File: src/rtl/gate_pkg.sv
// Shared definitions for the gate_reduce_seq logic-unit evaluator:
// function encodings, FSM state type and op classification helpers.
package gate_pkg;

   localparam logic [2:0] OP_AND  = 3'b000;
   localparam logic [2:0] OP_OR   = 3'b001;
   localparam logic [2:0] OP_NAND = 3'b010;
   localparam logic [2:0] OP_NOR  = 3'b011;
   localparam logic [2:0] OP_XOR  = 3'b100;
   localparam logic [2:0] OP_XNOR = 3'b101;

   typedef enum logic [1:0] {
      ST_IDLE  = 2'd0,
      ST_ACCUM = 2'd1,
      ST_DONE  = 2'd2
   } state_e;

   function automatic logic is_legal_op(input logic [2:0] op);
      return op <= OP_XNOR;
   endfunction

   // Inverting functions fold like their base gate and complement at the end.
   function automatic logic is_inverting(input logic [2:0] op);
      return (op == OP_NAND) || (op == OP_NOR) || (op == OP_XNOR);
   endfunction

   // AND-family folds start from all ones; every other family starts from zero.
   function automatic logic identity_is_ones(input logic [2:0] op);
      return (op == OP_AND) || (op == OP_NAND);
   endfunction

endpackage

File: src/rtl/gate_fold.sv
// One folding step of the accumulator: combines the running value with a
// new operand using the base gate of the selected function.
module gate_fold
   import gate_pkg::*;
#(
   parameter int WIDTH = 8
) (
   input  logic [WIDTH-1:0] acc,
   input  logic [WIDTH-1:0] in_data,
   input  logic [2:0]       op,
   output logic [WIDTH-1:0] acc_next
);

   always_comb begin
      // NOTE: assign a default before the case so no path leaves acc_next unassigned (no latch).
      acc_next = acc;
      case (op)
         OP_AND, OP_NAND: acc_next = acc & in_data;
         OP_OR,  OP_NOR:  acc_next = acc | in_data;
         OP_XOR, OP_XNOR: acc_next = acc ^ in_data;
         default:         acc_next = acc;
      endcase
   end

endmodule

File: src/rtl/gate_reduce_seq.sv
// Sequential N-input bitwise gate evaluator: accepts NUM_IN operands over a
// valid/ready stream, folds them, and returns the result over valid/ready.
module gate_reduce_seq
   import gate_pkg::*;
#(
   parameter int WIDTH  = 8,
   parameter int NUM_IN = 2
) (
   input  logic             clk,
   input  logic             rst_n,
   input  logic             start,
   input  logic [2:0]       op,
   input  logic             abort,
   input  logic             in_valid,
   input  logic [WIDTH-1:0] in_data,
   output logic             in_ready,
   output logic             out_valid,
   output logic [WIDTH-1:0] out_data,
   input  logic             out_ready,
   output logic             busy,
   output logic             err
);

   localparam int CNT_W = $clog2(NUM_IN + 1);

   state_e             state_q, state_d;
   logic [2:0]         op_q, op_d;
   logic [WIDTH-1:0]   acc_q, acc_d;
   logic [CNT_W-1:0]   cnt_q, cnt_d;
   logic               err_q, err_d;
   logic [WIDTH-1:0]   fold_acc;
   logic [CNT_W-1:0]   cnt_inc;
   logic               take_start;

   gate_fold #(.WIDTH(WIDTH)) u_fold (
      .acc      (acc_q),
      .in_data  (in_data),
      .op       (op_q),
      .acc_next (fold_acc)
   );

   assign cnt_inc = cnt_q + CNT_W'(1);

   // A request is taken in IDLE, or in DONE on the cycle the result is accepted.
   assign take_start = (state_q == ST_IDLE) ||
                       ((state_q == ST_DONE) && out_ready && !abort);

   always_comb begin
      state_d = state_q;
      op_d    = op_q;
      acc_d   = acc_q;
      cnt_d   = cnt_q;
      err_d   = 1'b0;

      case (state_q)
         ST_IDLE: ;
         ST_ACCUM: begin
            if (abort) begin
               state_d = ST_IDLE;
               acc_d   = '0;
               cnt_d   = '0;
            end else if (in_valid) begin
               acc_d = fold_acc;
               cnt_d = cnt_inc;
               if (cnt_inc == CNT_W'(NUM_IN)) state_d = ST_DONE;
            end
         end
         ST_DONE: begin
            if (abort) begin
               state_d = ST_IDLE;
               acc_d   = '0;
               cnt_d   = '0;
            end else if (out_ready) begin
               state_d = ST_IDLE;
            end
         end
         default: state_d = ST_IDLE;
      endcase

      if (take_start && start) begin
         if (is_legal_op(op)) begin
            state_d = ST_ACCUM;
            op_d    = op;
            acc_d   = identity_is_ones(op) ? '1 : '0;
            cnt_d   = '0;
         end else begin
            state_d = ST_IDLE;
            err_d   = 1'b1;
         end
      end
   end

   // NOTE: sequential state uses non-blocking assignments so every flop samples pre-edge values.
   always_ff @(posedge clk or negedge rst_n) begin
      if (!rst_n) begin
         state_q <= ST_IDLE;
         op_q    <= OP_AND;
         acc_q   <= '0;
         cnt_q   <= '0;
         err_q   <= 1'b0;
      end else begin
         state_q <= state_d;
         op_q    <= op_d;
         acc_q   <= acc_d;
         cnt_q   <= cnt_d;
         err_q   <= err_d;
      end
   end

   assign in_ready  = (state_q == ST_ACCUM);
   assign out_valid = (state_q == ST_DONE);
   assign busy      = (state_q != ST_IDLE);
   assign err       = err_q;
   assign out_data  = out_valid ? (is_inverting(op_q) ? ~acc_q : acc_q) : '0;

endmodule

File: config.mk
export PLATFORM = sky130hd
export DESIGN_NAME = gate_reduce_seq
export DESIGN_NICKNAME = d
export VERILOG_FILES = /design/src/rtl/gate_pkg.sv /design/src/rtl/gate_fold.sv /design/src/rtl/gate_reduce_seq.sv
export SDC_FILE = /design/constraint.sdc
export NUM_CORES = 1
export LEC_CHECK = 0
export ABC_AREA = 1
export CORE_MARGIN = 2
export CORE_UTILIZATION = 35
export CTS_CLUSTER_DIAMETER = 150
export DETAILED_ROUTE_END_ITERATION = 6
export GPL_ROUTABILITY_DRIVEN = 0
export HOLD_SLACK_MARGIN = 0.02
export RECOVER_POWER = 25
export SETUP_SLACK_MARGIN = 0.05
export SLEW_MARGIN = 20
export SYNTH_ARGS = -nofsm -noshare
export SYNTH_HDL_FRONTEND = slang
export SYNTH_SLANG_ARGS = --single-unit
export TNS_END_PERCENT = 100
File: constraint.sdc
create_clock -name clk -period 3.2 [get_ports clk]
set_input_delay 0.64 -clock clk [delete_from_list [all_inputs] [get_ports clk]]
set_output_delay 0.64 -clock clk [all_outputs]
set_load 0.05 [all_outputs]
* Yosys cells after proc, flatten, opt, wreduce, memory -nomap -nowiden
Index checks and enable logic that the tools add are counted.
** Word-level totals
- Bits in registers :: 16
- Input bits :: 17
** Cells by class
- $add $sub $neg :: 1
- $lt $le $gt $ge :: 1
- Equal/unequal tests :: 13
- Multiplexer cells :: 26
- Bitwise operators :: 4
- Reduce and logical (&&, ||, !) cells :: 17
** Operator list (count)
- $mux 8 :: 8
- $pmux 8 s3 :: 1
- $mux 2 :: 11
- $pmux 8 s2 :: 1
- $eq 3x2->1 const B :: 3
- $and 8x8->8 :: 1
- $ne 4x2->1 const B :: 2
- $not 8->8 :: 1
- $or 8x8->8 :: 1
- $xor 8x8->8 :: 1
- $eq 3x3->1 const B :: 2
- $logic_not 3->1 :: 2
- $pmux 2 s3 :: 1
- $reduce_or 2->1 :: 3
- $eq 2x2->1 const B :: 2
- $logic_or 1x1->1 :: 4
- $ne 4x3->1 const B :: 1
- $pmux 2 s2 :: 1
- $reduce_and 4->1 :: 1
- $eq 3x1->1 const B :: 1
- $le 3x3->1 const B :: 1
- $logic_and 1x1->1 :: 3
- $mux 1 :: 3
- $add 2x1->2 const B :: 1
- 6 further kinds :: 6

* Logic depth before layout (Yosys ltp)
- Word-level depth :: 8
- Depth in mapped cells :: 11

* Modules after synthesis
From an unflattened synthesis, not the netlist that was laid out.
** Second synthesis, totals
- Cell total of the unflattened synthesis :: 245
- Area total of the unflattened synthesis :: 1655.3 sq um
** By module, submodules not included
- gate_reduce_seq :: times used 1, cells each 158, area an instance 1091.0 sq um, seq. area each 400.4 sq um
- gate_fold :: times used 1, cells each 87, area an instance 564.3 sq um, seq. area each 0.0 sq um

* Least setup slack after synthesis
No wires, ideal clock.
- Path type :: register -> output
- Start point :: reg state_q[0]
- End point :: out out_data[0]
- Arrival time :: 2026 ps
- Data required time :: 2560 ps
- Slack :: 534 ps
- Stages on the path, launching flop included :: 6
- Path through :: dfrtp_1 inv_1 ha_1 buf_4 o21ai_0 a21oi_1
** On the way
- Cells in the longest elaborated chain, start to end :: 2
** RTL lines
- from (decl) :: RTL line gate_reduce_seq.sv:26 : state_e state_q, state_d;
- from (signal assigned) :: RTL line gate_reduce_seq.sv:102 : state_q <= state_d;
- $eq 2x2->1 :: RTL line gate_reduce_seq.sv:111 : assign out_valid = (state_q == ST_DONE);
- named net out_valid :: RTL line gate_reduce_seq.sv:17 : output logic out_valid,
- $mux 8 :: RTL line gate_reduce_seq.sv:114 : assign out_data = out_valid ? (is_inverting(op_q) ? ~acc_q : acc_q) : '0;
- to (decl) :: RTL line gate_reduce_seq.sv:18 : output logic [WIDTH-1:0] out_data,
The timed path passes the listed nets, and every way through them passes these cells.

* Worst setup path after layout
- Start point :: reg state_q[0]
- End point :: out out_data[0]
** On the way
- Cells in the longest elaborated chain, start to end :: 2
** RTL lines (RTL line)
- $eq 2x2->1 :: gate_reduce_seq.sv:111
- $mux 8 :: gate_reduce_seq.sv:114
No other way between the ends.

==> out/qor.yml <==
p_seq_frac: 0.295
die_width_microns: 68.7
die_y_microns: 68.7
min_path_type: "flop to flop"
fmax_ghz: 0.343
skew_ns: 0.00218
place_area_sq_um: 1790
clkPwrFrac: 0.143
clk_transition_reported_paths_ns: 0.06
path_cells: "inv_1, ha_1, o21ai_0, a21oi_1, clkdlybuf4s50_1"
ios: 29
p_int_uw: 537
power.density_nw_per_um2: 573
io_buffers: 28
ys_seq_area_frac: 0.273
fin_nets: 291
htreeDepth: 1
design_area_sq_um: 1830
reg2regPathDepth: 9
final_util: 0.455
synth_mux_area_frac: 0
area_delta_synth_final_pct: 24.9
place_ws_ns: 0.563
synthArstFlopShare: 1.00
post-dp-hpwl_microns: 2460
synth_cell_types: 20
fin_crit_ns: 2.91
overflow: 0
cts_root_buf: "clkbuf_8"
drt-pass1-iter-count: 4
finalSetupTns_ns: 0
slowest_stage: "clkdlybuf4s50_1"
worst_skew_pair.late_latency_ns: 0.25
netlist_top_cells_count: "nand2_1 (86), inv_1 (38), ha_1 (21)"
viasPerCell: 4.42
synthTopCellsByArea: "dfrtp_1 (27%), nand2_1 (22%), ha_1 (18%), inv_1 (9.7%), a21oi_1 (4.1%)"
die-area_sq_um: 4720
worstHoldPathCells: 2
synth_compound_area_frac: 0.0913
crit_required_ns: 2.56
yosysMostFrequentCell: "nand2_1"
status: "completed"
finalCritPeriodShare: 0.910
endpoint: "out_data[0]"
syn_nets: 260
cts_resized: 0
rows: 23
syn-instance-count: 222
num_vias: 1331
end_kind: "output port"
grt_use_total: 0.151
p_comb_frac: 0.562
rsz0062_at_grt: "no"
r2r-start: "state_q[0]"
synth_area_sq_um: 1470
antenna_cells: 0
synth-seq-cells: 16
final-setup-viol-count: 0
ctsHoldBuffers: 0
drive_above_1_share: 0.0677
yosysWarnings: 0
cts_sinks: 16
rrSetupSlack_ns: 1.42
swShare: 0.488
drt_wl_total_microns: 3160
p_sw_uw: 512
grt_pass1_wl_microns: 5420
synthAdderAreaFrac: 0.179
worstReg2RegEnd: "acc_q[3]"
hold_violations: 0
synth_top_area_cell: "dfrtp_1"
cts_setup_buffers: 0
fin_ws_ns: 0.288
grt_max_degree: 17
initial_core_util: 0.364
antenna_found_initial: 0
worst_slew_pin_slew_ns: 0.740
cap_viol_max_count: 0
cts_tree: "yes"
crit_type: "flop to output port"
ant_nets: 0
numCtsBuffers: 3
synthSimpleGateAreaFrac: 0.335
critPathLaunch: "state_q[0]"
avgRoutedWirePerCell_microns: 10.5
synth_ff_type: "dfrtp_1"
synth_edf_count: 0
synth_top_family_by_area: "simple AND/OR/NAND/NOR gates"
drt_iter0_markers: 42
cp_max_fo: 11
drt_drc_violations_left: 0
synth_top_area_share: 0.273
max_slew_margin: 0.505
cp.arrival_ns: 2.27
avgSynthCellArea_sq_um: 6.61
ir_drop_mv: 0.210
synth_xor_xnor_area_share: 0
slowest_delay_ns: 0.81
maxSlewViolCount: 0
cts.path.max_buffers: 2
critPathLaunchType: "flop"
grt_pass1_vias: 1250
core_sq_um: 4030
leakagePower_uw: 0.000962
sequential cells by signal, summed over array words and instances (netlist names):
signal,count
op_q,3
cnt_q,2
state_q,2
acc_q,8
err,1
how the worst min path moves through the flow:
| stage | startpoint | endpoint | slack (ns) |
|---|---|---|---|
| 2_1_floorplan | rst_n | acc_q[0] | 0.34 |
| 3_3_place_gp | state_q[1] | state_q[1] | 0.50 |
| 3_5_place_dp | state_q[1] | state_q[1] | 0.51 |
| 4_1_cts | state_q[1] | state_q[1] | 0.52 |
| 5_1_grt | state_q[0] | state_q[0] | 0.57 |
| 6_report | state_q[1] | state_q[1] | 0.53 |
cell usage in the layout (no fill, tap or decap):
| master | synthesis | routed |
|---|---|---|
| nor2_4 | 1 | 1 |
| dlygate4sd3_1 | 0 | 1 |
| clkdlybuf4s50_1 | 0 | 27 |
| ha_1 | 21 | 21 |
| nand2_2 | 3 | 3 |
| inv_1 | 38 | 38 |
| inv_6 | 1 | 1 |
| o21ai_2 | 1 | 1 |
| nand3_1 | 12 | 12 |
| nor3b_2 | 1 | 1 |
| nor2_2 | 4 | 4 |
| nand3_2 | 1 | 1 |
| nand2_1 | 86 | 86 |
| nor3_1 | 1 | 1 |
| nor2_1 | 7 | 7 |
| inv_2 | 2 | 2 |
| o21ai_0 | 10 | 10 |
| dfrtp_1 | 16 | 16 |
| clkbuf_8 | 0 | 3 |
| a21oi_1 | 12 | 12 |
| o21ai_1 | 3 | 3 |
kinds of logic after synthesis:
family / Yosys count
simple gates: 116
buf+inv: 43
compound gates: 26
fa+ha+maj: 21
flops: 16
metrics by stage:
stage | total power [uW] | instances | hold WS (ns)
finish | 1050 | 301 | 0.527
global route | 1170 | 301 | 0.573
CTS | 1060 | 301 | 0.519
detailed placement | 909 | 298 | 0.506
global placement | 901 | 298 | 0.498
floorplan | 756 | 222 | 0.344
critical path, delay by kind of cell (launching register included):
kind	cells	cell delay (ns)
buf+inv	2	0.91
flops	1	0.41
fa+ha+maj	1	0.41
compound gates	2	0.30
per-layer routing:
layer  share of wire  global-route usage
met1            0.49               0.191
met5               0                   0
met3           0.039              0.0146
met4           0.011              0.0368
met2            0.46               0.275
power by group through the flow:
| stage | Clock [uW] | Sequential [uW] | Combinational, uW |
|---|---|---|---|
| finish | 150 | 310 | 589 |
| global route | 162 | 320 | 688 |
| CTS | 154 | 310 | 599 |
| detailed placement | 0 | 314 | 595 |
| global placement | 0 | 311 | 590 |
| floorplan | 0 | 307 | 449 |
layout make-up:
type                    count  area, sq um
multi-input cells         163          888
well taps                  50         62.6
flip-flops and latches     16          400
fillers                   428         2200
inverters                  41          159
repair buffers             28          280
clock buffers               3         41.3
Note: power is estimated with default switching activity, not from simulation.
